==> src/rtl/router_out_port.sv <==
// Router output port: header-aware byte FIFO with registered data_out and end-of-packet blanking.
// Optional idle-destination timeout flush enabled by defining ROUTER_SOFT_RESET_EN.
module router_out_port #(
  parameter int unsigned WIDTH   = 8,
  parameter int unsigned DEPTH   = 16,
  parameter int unsigned TIMEOUT = 30
) (
  input  logic             clock,
  input  logic             reset,
  input  logic             write_enb,
  input  logic             lfd_state,
  input  logic [WIDTH-1:0] data_in,
  input  logic             read_enb,
  output logic [WIDTH-1:0] data_out,
  output logic             valid_out,
  output logic             full,
  output logic             empty,
  output logic             soft_reset
);

  localparam int unsigned AW = $clog2(DEPTH);
  localparam int unsigned PW = AW + 1;
  localparam int unsigned CW = WIDTH - 1;

  if ((DEPTH & (DEPTH - 1)) != 0 || TIMEOUT == 0) begin : g_param_check
    $error("router_out_port: DEPTH must be a power of two and TIMEOUT nonzero");
  end

  logic [WIDTH:0]   mem_q [DEPTH];
  logic [PW-1:0]    wr_ptr_q, wr_ptr_d;
  logic [PW-1:0]    rd_ptr_q, rd_ptr_d;
  logic [WIDTH-1:0] data_out_q, data_out_d;
  logic [CW-1:0]    cnt_q, cnt_d;
  logic             zero_pend_q, zero_pend_d;
  logic [WIDTH:0]   head;
  logic             flush;
  logic             rd_fire;
  logic             wr_fire;

  assign empty     = (wr_ptr_q == rd_ptr_q);
  assign full      = (wr_ptr_q[AW] != rd_ptr_q[AW]) &&
                     (wr_ptr_q[AW-1:0] == rd_ptr_q[AW-1:0]);
  assign valid_out = ~empty;
  assign data_out  = data_out_q;
  assign head      = mem_q[rd_ptr_q[AW-1:0]];
  assign rd_fire   = read_enb && !empty && !flush;
  assign wr_fire   = write_enb && !full && !flush;

  // Pointer advance, header-length tracking and post-parity blanking of data_out.
  always_comb begin
    wr_ptr_d    = wr_ptr_q;
    rd_ptr_d    = rd_ptr_q;
    data_out_d  = data_out_q;
    cnt_d       = cnt_q;
    zero_pend_d = 1'b0;
    if (wr_fire) wr_ptr_d = wr_ptr_q + PW'(1);
    if (rd_fire) begin
      rd_ptr_d   = rd_ptr_q + PW'(1);
      data_out_d = head[WIDTH-1:0];
      if (head[WIDTH]) begin
        cnt_d = CW'(head[WIDTH-1:2]) + CW'(1);
      end else if (cnt_q != '0) begin
        cnt_d       = cnt_q - CW'(1);
        zero_pend_d = (cnt_q == CW'(1));
      end
    end else if (zero_pend_q) begin
      data_out_d = '0;
    end
  end

  always_ff @(posedge clock) begin
    if (reset || flush) begin
      wr_ptr_q    <= '0;
      rd_ptr_q    <= '0;
      data_out_q  <= '0;
      cnt_q       <= '0;
      zero_pend_q <= 1'b0;
    end else begin
      wr_ptr_q    <= wr_ptr_d;
      rd_ptr_q    <= rd_ptr_d;
      data_out_q  <= data_out_d;
      cnt_q       <= cnt_d;
      zero_pend_q <= zero_pend_d;
    end
  end

  // Storage carries no reset; occupancy is defined solely by the pointers.
  always_ff @(posedge clock) begin
    if (wr_fire && !reset) mem_q[wr_ptr_q[AW-1:0]] <= {lfd_state, data_in};
  end

`ifdef ROUTER_SOFT_RESET_EN
  localparam int unsigned TW = $clog2(TIMEOUT + 1);

  logic [TW-1:0] timer_q, timer_d;
  logic          soft_reset_q, soft_reset_d;

  // Counts consecutive cycles where data waits but the destination is not reading.
  always_comb begin
    timer_d      = '0;
    soft_reset_d = 1'b0;
    if (valid_out && !read_enb) begin
      if (timer_q == TW'(TIMEOUT - 1)) soft_reset_d = 1'b1;
      else timer_d = timer_q + TW'(1);
    end
  end

  always_ff @(posedge clock) begin
    if (reset || soft_reset_q) begin
      timer_q      <= '0;
      soft_reset_q <= 1'b0;
    end else begin
      timer_q      <= timer_d;
      soft_reset_q <= soft_reset_d;
    end
  end

  assign flush      = soft_reset_q;
  assign soft_reset = soft_reset_q;
`else
  assign flush      = 1'b0;
  assign soft_reset = 1'b0;
`endif

endmodule

==> config.mk <==
export PLATFORM = sky130hd
export DESIGN_NAME = router_out_port
export DESIGN_NICKNAME = d
export VERILOG_FILES = /design/src/rtl/router_out_port.sv
export SDC_FILE = /design/constraint.sdc
export NUM_CORES = 1
export LEC_CHECK = 0
export ABC_AREA = 1
export BUFFER_PORTS_ARGS = -buffer_cell sky130_fd_sc_hd__buf_2
export CORE_ASPECT_RATIO = 1.25
export CORE_UTILIZATION = 53
export DETAILED_ROUTE_END_ITERATION = 12
export GPL_ROUTABILITY_DRIVEN = 0
export PLACE_DENSITY = 0.7
export SYNTH_ARGS = -nofsm -noshare
export SYNTH_HDL_FRONTEND = slang
export SYNTH_SLANG_ARGS = --single-unit
==> constraint.sdc <==
create_clock -name clock -period 4.6 [get_ports clock]
set_clock_uncertainty 0.05 [all_clocks]
set_input_delay 0.92 -clock clock [delete_from_list [all_inputs] [get_ports clock]]
set_output_delay 0.92 -clock clock [all_outputs]
set_load 0.05 [all_outputs]
Word level (Yosys, flattened, before mapping)
Memories as Yosys holds them, arrays and structs flattened. A register that Yosys moved wholly into a read port is not among the register bits.
Cells that the tools add are included.
Storage, ports and cells
  register bits after elaboration: 26
  bits in writable memories: 144
  input port bits: 13
  output and inout port bits: 12
  word-level logic and storage cells: 37
  memories kept: 1
Operators by class
  add/subtract/negate cells: 4
  equality and inequality tests: 4
  multiplexer cells: 8
  bitwise logic cells: 3
  reduce and logical (&&, ||, !) cells: 12
Memories
  mem_q: depth 16, bits a word 9, read ports 1, clocked after memory_dff 1, write ports 1, RTL line 29  | logic [WIDTH:0] mem_q [DEPTH];
Operators by type and width (number)
  8-bit 2-to-1 mux: 2
  7-bit 2-to-1 mux: 2
  5-bit by 1-bit adder with 5-bit output, second input constant: 2
  4-bit 2-to-1 mux: 2
  6-bit by 1-bit adder with 7-bit output, second input constant: 1
  7-bit by 1-bit == test with 1-bit output, second input constant: 1
  7-bit nonzero test: 1
  7-bit by 1-bit subtractor with 7-bit output, second input constant: 1
  5-bit == test: 1
  4-bit == test: 1
  1-bit logical AND: 4
  2-bit nonzero test: 2
  4-bit OR reduction: 1
  1-bit logical NOT: 3
  1-bit NOT: 3
  1-bit 2-to-1 mux: 2
  2-bit AND reduction: 1
  1-bit inequality test: 1

Logic depth before layout (Yosys ltp)
Gate-level depths: netlist (run 1).
  depth after elaboration: 7
  gate-level depth with buffers: 16
  gate-level depth less buffers: 14

Worst setup path before layout (run 1)
No wires, ideal clock.
  kind: reg-to-output
  start point: reg wr_ptr_q[3]
  end point: out empty
  arrival: 1598 ps
  required time: 3630 ps
  setup slack: 2032 ps
  stages on the path, launching flop included: 6
  cell sequence: dfxtp_1 inv_1 nor2_1 nor3_2 nand3_1 inv_1
Between the ends
  longest elaborated chain between the ends: 1
Ends and longest elaborated chain
  start: declaration: RTL line 30  | logic [PW-1:0] wr_ptr_q, wr_ptr_d;
  start signal: assignment: RTL line 79  | wr_ptr_q <= wr_ptr_d;
  5-bit == test: RTL line 40  | assign empty = (wr_ptr_q == rd_ptr_q);
  end: declaration: RTL line 17  | output logic empty,
No other way between the ends.

==> results of run 1 <==
## area by class of cell
type	instances	area, sq um
clock buffers	21	483
clock inverters	11	75.1
fillers	1151	5620
inverters	87	329
multi-input cells	461	2120
flip-flops and latches	174	4930
well taps	175	219
repair buffers	30	168
## stage by stage
step	hold WS, ns	total power, mW	cells	area [sq um]
after floorplan	0.392	2.41	754	7610
after global placement	0.400	2.55	927	7760
after detailed placement	0.405	2.57	927	7760
after CTS	0.420	3.91	959	8320
after global routing	0.440	4.05	959	8320
final	0.420	3.90	959	8320
## cells by family after synthesis
family	share of synthesized area, %
AOI/OAI and AO/OA	5.43
buffers and inverters	7.46
DFF	64.7
other	0.0493
xor gates and xnor gates	0.806
adders and majority gates	1.48
and+or+nand+nor	20.1
## sequential cells by signal, indices dropped and copies added (netlist names), named ones only
name / cells
data_out: 8
zero_pend_q: 1
mem_q: 144
rd_ptr_q: 5
wr_ptr_q: 5
cnt_q: 7
## worst max-delay path: cells and delay by family (launching register included)
kind | cells | cell delay (ns)
and+or+nand+nor | 9 | 1.25
DFF | 1 | 0.33
buffers and inverters | 4 | 0.94
AOI/OAI and AO/OA | 1 | 0.07
## report_power, final
part | internal, mW | total, mW | leakage (nW) | switching, mW
registers | 1.75 | 1.79 | 1.54 | 0.0345
logic | 0.214 | 0.757 | 1.58 | 0.544
clock network | 0.759 | 1.36 | 0.281 | 0.601
total | 2.72 | 3.90 | 3.40 | 1.18
## cell usage in the layout (no fill, tap or decap), types with 4 or more instances in the layout
cell type,netlist,layout
edfxtp_1,144,144
buf_2,8,23
ha_1,9,9
clkbuf_16,0,19
nand2_1,223,223
a21oi_1,37,37
buf_4,9,7
nand3_1,80,80
o21ai_1,9,9
inv_1,82,82
o211ai_1,5,5
a22oi_1,4,4
nor3_1,8,8
nor2_1,52,52
dfxtp_1,30,29
o21ai_0,11,11
xor2_1,7,7
## Yosys cell counts (all sizes together)
cell type | instances | area (sq um)
inv | 86 | 325
o211ai | 5 | 37.5
or2 | 2 | 12.5
buf | 28 | 224
clkbuf | 4 | 15.0
conb | 1 | 3.75
edfxtp | 144 | 4320
nor2 | 53 | 201
xor2 | 7 | 61.3
ha | 9 | 113
dfxtp | 30 | 601
o21bai | 1 | 7.51
nand4 | 2 | 12.5
nor3 | 9 | 50.1
a32o | 2 | 20.0
nand3 | 80 | 400
o31ai | 1 | 7.51
nand2 | 225 | 850
a22oi | 4 | 30.0
clkinv | 1 | 3.75
o311ai | 2 | 17.5
o21ai | 20 | 100
a211oi | 1 | 7.51
a21oi | 37 | 185
## per-layer routing
layer | wire [um] | GRT usage (%)
met5 | 0 | 0
met4 | 877 | 15.6
met3 | 995 | 3.84
met2 | 8780 | 42.0
met1 | 6960 | 31.9
## worst max path at each step
stage	startpoint	end	cells past startpoint
2_1_floorplan	wr_ptr_q[3]	empty	5
4_1_cts	flop	cnt_q[2]	12
5_1_grt	flop	cnt_q[2]	13
3_5_place_dp	write_enb	mem_q[1][8]	5
3_3_place_gp	reset	mem_q[10][0]	4
6_report	flop	cnt_q[4]	14
==> summary.txt, run 1 <==
Status
  – Outcome: completed

GRT
  – Remaining global-route overflow: 0
  – Largest net degree at the start of global routing: 76
  – Vias in the first global route: between 5000 and 6000
  – Total GRT Usage: between 20% and 30%
  – First-pass GRT wire length: about 28 mm
  – Antenna violations before repair: 0

Worst setup path
  – Worst path slowest cell: buf_4
  – Critical setup path kind: reg2reg
  – Max Fanout on Critical Path: 75
  – Req. time, crit path: about 5 ns
  – Cell mode on critical path: nand3_1
  – FF-to-FF path depth: 14
  – WP data arrival: 3.03 ns
  – Setup crit end kind: flop
  – Internal reg-to-reg setup slack: 1.85 ns
  – Worst r2r dst: cnt_q[4]
  – Max incr delay on CP: about 0.60 ns
  – Crit path cell chain: buf_4, nor2_1, nor2_1, o21ai_1, nand3_1, nand3_1, nand2_1, inv_2, nand3_1, nand2_1, inv_1, nand3_1, nand2_1, inv_1
  – CP startpoint kind: flop

Timing
  – Setup Viol. Count Final: 0
  – Max_slew headroom: between 30% and 40%
  – Least-Margin Pin Slew: 1.03 ns
  – Final slew viol count: 0
  – Unrepaired setup endpoints after global routing: false
  – Final Hold Viols: 0
  – TNS Setup: 0 ns
  – Period minus WS final: approximately 2.8 ns
  – Post-route setup slack: between 1.5 and 2 ns
  – Crit share post-route: 59.8%
  – Max Freq: roughly 360 MHz

Floorplan
  – Die Height: between 100 and 150 um
  – Core box area: 13900 sq um
  – # rows: 48
  – Die Width: 109 um
  – Die Footprint: ~15000 sq um
  – Starting Density: between 50% and 60%
  – IO Pins: 25

Logic synthesis
  – Post-Synthesis Cells: ~750
  – Post-synth cell types: 34
  – Synth Register Bits: approximately 170
  – Cell area after synthesis: 7610 sq um
  – Syn nets: between 700 and 800
  – Synthesis warning total: 0
  – Register area share after synthesis: between 60 and 70%
  – Avg Cell Area, Syn: roughly 10 sq um

Detailed routing
  – Routed WL: 17.6 mm
  – DRC: 0
  – Via Count: between 5000 and 6000
  – ANT nets after route: 0
  – Vias per std cell: roughly 5.6
  – DR WL/cell: about 18 um
  – DR iter-0 viols: between 400 and 500
  – Drt first pass iters: 5

Final layout
  – Nets: ~800
  – Layout cells sized above 1: 8.80%
  – Fin util: just under 60%
  – N_diodes: 0
  – Area Overhead vs Synth: 9.29%

CTS
  – TritonCTS clock tree: done
  – CTS root buf: clkbuf_16
  – PostCTS Resize Cnt: 0
  – Hold_buf cts: 0
  – Worst skew pair latency: 0.42 ns
  – Clock slew at reported path FFs: roughly 0.07 ns
  – Setup Fix Bufs, Post-CTS: 0
  – CTS max path bufs: 2
  – CTS Buf Count: 17
  – Clk sinks: 174
  – H-tree Lvls: 4

Place
  – Number of port buffers: 23
  – Post-DP HPWL: 11.5 mm
  – Post-placement worst setup slack: 1.87 ns

Hold path
  – Worst Hold Path EP: data_out[1]
  – Hold depth: 2
  – Hold/Removal Path Class: reg2reg
  – Hold Crit Start: data_out[1]

Power
  – Worst vdd ir: roughly 0.31 mV
  – Pwr/cell area: about 470 nW/um^2
  – Leakage: 3.40 nW

Flow run
  – Max-cap violations: 0
Power figures use the tool's default switching activity.
==> run 2, diff against run 1 <==
- ABC_AREA: 1 -> 0
- clock period: 4.6 -> 2.6 ns (I/O delays scaled with it)
==> summary.txt, run 2 <==
Timing
  – Max Freq: 404 MHz (+11%)
  – Post-route setup slack: 0.126 ns (-1.72 ns)
  – Final Hold Viols: 0 (unchanged)
  – Crit share post-route: 95.2% (+35 points)
  – Setup Viol. Count Final: 0 (unchanged)
  – Period minus WS final: 2.47 ns (-0.276 ns)
  – Max_slew headroom: 65.5% (+34 points)
  – Final slew viol count: 0 (unchanged)
  – Least-Margin Pin Slew: 0.513 ns (-0.518 ns)

CTS
  – CTS root buf: clkbuf_16
  – Worst skew pair latency: 0.42 ns (about the same)
  – Clock slew at reported path FFs: 0.06 ns (about the same)
  – TritonCTS clock tree: done
  – CTS Buf Count: 17 (unchanged)
  – H-tree Lvls: 4 (unchanged)
  – Clk sinks: 174 (unchanged)
  – CTS max path bufs: 2 (unchanged)

Power
  – Leakage: 2.82 nW (-17%)
  – Pwr/cell area: 830 nW/um^2 (+77%)
  – Combinational power share: 17.5% (-1.9 points)
  – Switching Fraction: 26.5% (-3.8 points)
  – Worst vdd ir: 0.419 mV (+35%)
  – Psw: 1.83 mW (+55%)
  – Pint: 5.08 mW (+87%)
  – Sequential cell fraction of total power: 45.6% (-0.2 points)
  – Clk pwr share: 36.9% (+2.1 points)

Detailed routing
  – DR WL/cell: 21.1 um (+15%)
  – DR iter-0 viols: 285 (-33%)
  – Drt first pass iters: 4 (-1)
  – Via Count: 3842 (-28%)
  – ANT nets after route: 0 (unchanged)
  – Routed WL: 14.1 mm (-20%)
  – DRC: 0 (unchanged)
  – Vias per std cell: 5.77 (+3.6%)

Place
  – Post-placement worst setup slack: 0.0415 ns (-1.83 ns)
  – Number of port buffers: 23 (unchanged)
  – Placed Area: 7690 sq um (-0.85%)
  – Post-DP HPWL: 9.49 mm (-18%)

Logic synthesis
  – Share of the synthesized area in the top cell type: 60.6% (+3.8 points)
  – Synthesis warning total: 0 (unchanged)
  – Syn nets: 438 (-44%)
  – Post-synth cell types: 42 (+24%)
  – Most area-hungry cell type in the Yosys netlist: edfxtp_1
  – Avg Cell Area, Syn: 17.1 sq um (+70%)
  – Most frequent cell after synthesis: edfxtp_1
  – Top_reg_cell synth: edfxtp_1
  – Cell area after synthesis: 7130 sq um (-6.2%)
  – EDFF count, synth: 144 (unchanged)
  – Top post-synthesis cells by count: 144 x edfxtp_1, 34 x nor2_1, 32 x mux4_2
  – Post-Synthesis Cells: 416 (-45%)
  – Register area share after synthesis: 69.0% (+4.3 points)
  – Synth Register Bits: 174 (unchanged)
  – Asr flop ratio synth: 0% (unchanged)
  – Synth top area cells: edfxtp_1 61%, mux4_2 10%, dfxtp_1 8.4%

Final layout
  – Area Overhead vs Synth: 16.7%
  – Most common cell after layout, fill and taps aside: edfxtp_1
  – Fillers: 921 (-20%)
  – Layout cells sized above 1: 28.9% (+20 points)
  – Total area of sequential cells: 4930 sq um (about the same)
  – Multi-input gate area: 2080 sq um (-1.7%)
  – Cell area after layout: 8320 sq um (about the same)
  – Max FFs per register: 144 (unchanged)
  – Most frequent cells in the layout: 144 x edfxtp_1, 44 x buf_4, 34 x nor2_1, 32 x mux4_2, 28 x dfxtp_1
  – Nets: 504 (-36%)
  – N_diodes: 0 (unchanged)

Worst setup path
  – WP data arrival: 2.72 ns (-0.31 ns)
  – CP startpoint kind: flop
  – Critical setup path kind: reg2reg
  – Req. time, crit path: 2.84 ns (-2.04 ns)
  – Max Fanout on Critical Path: 18 (-76%)
  – Setup crit end kind: flop

GRT
  – Remaining global-route overflow: 0 (unchanged)
  – Total GRT Usage: 22.0% (-3.6 points)
  – Largest net degree at the start of global routing: 31 (-59%)
  – Vias in the first global route: 3906 (-25%)
  – Antenna violations before repair: 0 (unchanged)
  – First-pass GRT wire length: 21.9 mm (-20%)

Floorplan
  – IO Pins: 25 (unchanged)
  – # rows: 47 (-2.1%)
  – Die Height: 132 um (-3.1%)
  – Core box area: 13200 sq um (-5.5%)
  – Starting Density: 54.2% (-0.46 points)
  – Die Footprint: 13900 sq um (-6.2%)
  – Die Width: 106 um (-3.1%)

Hold path
  – Hold/Removal Path Class: in2reg

Status
  – Outcome: completed

Flow run
  – Max-cap violations: 0 (unchanged)
-- run 2: cell count changes in the layout (fill, tap and decap cells not counted), moves of 6 or more --
cell	delta
nand2b_1	+6
nand2_1	-208
mux4_1	+9
mux4_2	+32
nor3b_1	+9
nand3_1	-72
nor2_1	-18
buf_4	+37
xnor2_1	+7
inv_8	+6
inv_1	-76
a21oi_1	-26
o21ai_1	-8
mux2i_1	+7
-- run 2: final timing paths --
path / startpoint / endpoint / slack, ns / cells after the start
worst max-delay path: flop / cnt_q[5] / 0.13 / 8
worst min-delay path: reset / flop / 0.27 / 2
worst max register to register: flop / cnt_q[5] / 0.13 / 8
worst min register to register: cnt_q[6] / cnt_q[6] / 0.45 / 2
-- run 2: cell families (layout without fill, tap and decap cells) --
logic type / after synthesis / in the layout / share of synthesized area [%]
muxes: 48 / 48 / 14.4
adders and majority gates: 9 / 9 / 1.58
buffers and inverters: 28 / 107 / 2.23
and+or+nand+nor: 104 / 104 / 7.66
other: 1 / 1 / 0.0526
AOI/OAI and AO/OA: 34 / 34 / 2.84
DFF: 174 / 174 / 69.0
xor gates and xnor gates: 18 / 18 / 2.21
-- run 2: per-stage QoR --
stage / instances / setup TNS (ns) / util (%) / hold WS (ns) / total power, mW
after CTS: 663 / 0 / 63.0 / 0.248 / 6.95
after global placement: 631 / 0 / 58.4 / 0.439 / 4.37
after floorplan: 416 / 0 / - / 0.421 / 4.12
final: 666 / 0 / 63.2 / 0.268 / 6.91
after global routing: 666 / -0.00747 / 63.2 / 0.258 / 7.19
after detailed placement: 631 / 0 / 58.4 / 0.442 / 4.40
-- run 2: critical path: stages (launching register included) --
cell      delay, ns
dfxtp_4        0.34
clkbuf_4       0.17
buf_4          0.13
buf_12         0.17
mux4_1         0.58
mux4_2         0.58
nand4_2        0.11
xor2_1         0.14
o22ai_1        0.08
-- run 2: area by class of cell --
type | instances | share of cell area [%]
clock inverter | 14 | 2.09
tap | 171 | 2.57
clock buffer | 18 | 5.16
multi-input combinational | 214 | 25.0
timing repair buffer | 69 | 5.68
inverter | 6 | 0.271
sequential | 174 | 59.2
-- run 2: per-layer routing --
| layer | wire length [um] | track usage [%] | part of all wire [%] |
|---|---|---|---|
| met1 | 5460 | 27.4 | 39 |
| met2 | 7480 | 36.6 | 53 |
| met3 | 730 | 5.41 | 5.2 |
| met4 | 392 | 9.65 | 2.8 |
| met5 | 0 | 0 | 0 |
-- run 2: power by group through the flow --
stage	clock (mW)	sequential, mW	combinational [mW]
after global routing	2.71	3.16	1.32
after detailed placement	0	3.23	1.17
after floorplan	0	3.26	0.861
after CTS	2.60	3.17	1.17
final	2.55	3.15	1.21
after global placement	0	3.23	1.14
-- run 2: what timing repair did --
action	in CTS	in global routing
setup endpoints to repair	0	1
buffers inserted	0	3
resized for setup	0	4
hold buffers	0	0
==> run 3, diff against run 2 <==
- CAP_MARGIN: default -> 5
- PLACE_DENSITY: 0.7 -> 0.73
- clock period: 2.6 -> 2.1 ns (I/O delays scaled with it)
==> summary.txt, run 3 (synthesis results as in run 2) <==
Worst setup path
  – Cell mode on critical path: mux4_2
  – Crit path cell chain: buf_6, mux4_2, mux4_2, ha_4, xor2_1, mux2i_1, a221oi_1
  – FF-to-FF path depth: 7 (-1)
  – Worst r2r dst: cnt_q[2]
  – Max Fanout on Critical Path: 5 (-13)
  – WP data arrival: 2.63 ns (-0.09 ns)
  – Crit path buffers/inverters: 1 (-2)
  – Critical setup path kind: reg2reg
  – Max incr delay on CP: 0.56 ns (-0.02 ns)
  – Req. time, crit path: 2.37 ns (-0.47 ns)
  – CP delay by family, top: multiplexers
  – Setup crit end kind: flop
  – Worst path slowest cell: mux4_2
  – Internal reg-to-reg setup slack: -0.26 ns (-0.38 ns)
  – CP startpoint kind: flop

Status
  – Failing checks: setup timing
  – Outcome: complete, but fails checks

Floorplan
  – # rows: 47 (unchanged)
  – Die Height: 132 um (unchanged)
  – IO Pins: 25 (unchanged)
  – Die Footprint: 13900 sq um (unchanged)
  – Die Width: 106 um (unchanged)
  – Starting Density: 54.2% (unchanged)
  – Core box area: 13200 sq um (unchanged)

Detailed routing
  – ANT nets after route: 0 (unchanged)
  – Vias per std cell: 5.86 (+1.6%)
  – DR iter-0 viols: 346 (+21%)
  – Via Count: 4091 (+6.5%)
  – DRC: 0 (unchanged)
  – Drt first pass iters: 4 (unchanged)
  – DR WL/cell: 22.1 um (+4.7%)
  – Routed WL: 15.4 mm (+9.7%)

GRT
  – Remaining global-route overflow: 0 (unchanged)
  – First-pass GRT wire length: 23.5 mm (+7.3%)
  – Vias in the first global route: 4204 (+7.6%)
  – Total GRT Usage: 23.4% (+1.4 points)
  – Antenna violations before repair: 0 (unchanged)
  – Largest net degree at the start of global routing: 31 (unchanged)

Timing
  – Hold_ws: 0.320 ns (+0.0516 ns)
  – Crit share post-route: 112% (+17 points)
  – Post-route setup slack: -0.259 ns (-0.385 ns)
  – Unrepaired setup endpoints after global routing: true
  – Final slew viol count: 0 (unchanged)
  – Final Hold Viols: 0 (unchanged)
  – Setup Viol. Count Final: 13 (+13)
  – TNS Setup: -1.95 ns (-1.95 ns)
  – Max Freq: 424 MHz (+4.9%)
  – Period minus WS final: 2.36 ns (-0.115 ns)

Hold path
  – Hold/Removal Path Class: in2reg
  – Hold depth: 1 (-1)
  – Hold Crit Start: data_in[3]
  – Worst Hold Path EP: mem_q[12][3]

CTS
  – TritonCTS clock tree: done
  – CTS Buf Count: 17 (unchanged)
  – CTS max path bufs: 2 (unchanged)
  – H-tree Lvls: 4 (unchanged)
  – Clock slew at reported path FFs: 0.07 ns (about the same)
  – Clk sinks: 174 (unchanged)
  – CTS root buf: clkbuf_16
  – Worst skew pair latency: 0.42 ns (about the same)

Final layout
  – Area Overhead vs Synth: 24.0%
  – Multi-input gate area: 2240 sq um (+7.6%)
  – Most common cell after layout, fill and taps aside: edfxtp_1
  – Non-filler cells in the finished layout: 698 (+4.8%)
  – Layout cells sized above 1: 40.8% (+12 points)
  – Max FFs per register: 144 (unchanged)
  – N_diodes: 0 (unchanged)
  – Most frequent cells in the layout: 144 x edfxtp_1, 60 x buf_4, 41 x mux4_2, 31 x nor2_1, 29 x dfxtp_1
  – Nets: 536 (+6.3%)
  – Fillers: 870 (-5.5%)
  – Total area of sequential cells: 4930 sq um (about the same)

Power
  – Leakage: 3.00 nW (+6.3%)
  – Worst vdd ir: 0.558 mV (+33%)
  – Pwr/cell area: 1010 nW/um^2 (+22%)

Flow run
  – Max-cap violations: 0 (unchanged)

Place
  – Placed Instances: 659 (+4.4%)
  – Number of port buffers: 23 (unchanged)
  – Post-DP HPWL: 9.96 mm (+4.9%)
==> run 3: changes by cell type in the layout (fill, tap and decap cells not counted), sizes merged <==
cell / before / now
buf: 68 / 100
inv: 14 / 10
clkinv: 3 / 4
clkinvlp: 1 / 4
==> run 3: repair_timing <==
| action | CTS | global route |
|---|---|---|
| gates cloned | 0 | 1 |
| pin swaps | 12 | 13 |
| hold buffers | 0 | 0 |
| endpoints found under the setup margin | 33 | 37 |
| setup buffers | 4 | 4 |
| resized for setup | 40 | 23 |
==> run 3: per-layer routing <==
metal  GRT usage [%]  up-vias  part of all wire [%]
met4            8.95        0                   2.1
met1            29.2     2094                    39
li1                -     1837                     -
met2            40.5      131                    53
met3            4.56       29                   5.6
met5               0        -                     0
==> run 3: through the flow <==
stage	utilization, %	setup slack, ns	area (sq um)	total power, mW
3_5_place_dp	60.7	-0.280	8000	5.61
6_report	67.1	-0.259	8840	8.92
2_1_floorplan	-	-0.204	7210	5.13
5_1_grt	67.1	-0.367	8840	9.25
4_1_cts	66.1	-0.281	8700	8.84
3_3_place_gp	60.7	-0.223	8000	5.57
==> run 3: power breakdown <==
group	internal [mW]	switching, mW
clock	1.78	1.34
combinational	0.937	0.983
sequential	3.83	0.0670
==> run 3: how the worst max path moves through the flow <==
stage / start / endpoint / slack (ns) / cells after the start
2_1_floorplan: flop / cnt_q[2] / -0.20 / 8
3_3_place_gp: flop / cnt_q[2] / -0.22 / 7
3_5_place_dp: wr_ptr_q[1] / mem_q[10][7] / -0.28 / 6
4_1_cts: flop / cnt_q[2] / -0.28 / 7
5_1_grt: flop / cnt_q[2] / -0.37 / 7
6_report: flop / cnt_q[2] / -0.26 / 7
==> run 3: final cells by class <==
class                      count  area share, %
sequential                   174           55.7
multi-input combinational    214           25.3
timing repair buffer         101           9.62
clock buffer                  18           4.85
tap                          171           2.42
clock inverter                14           1.81
inverter                       6          0.255
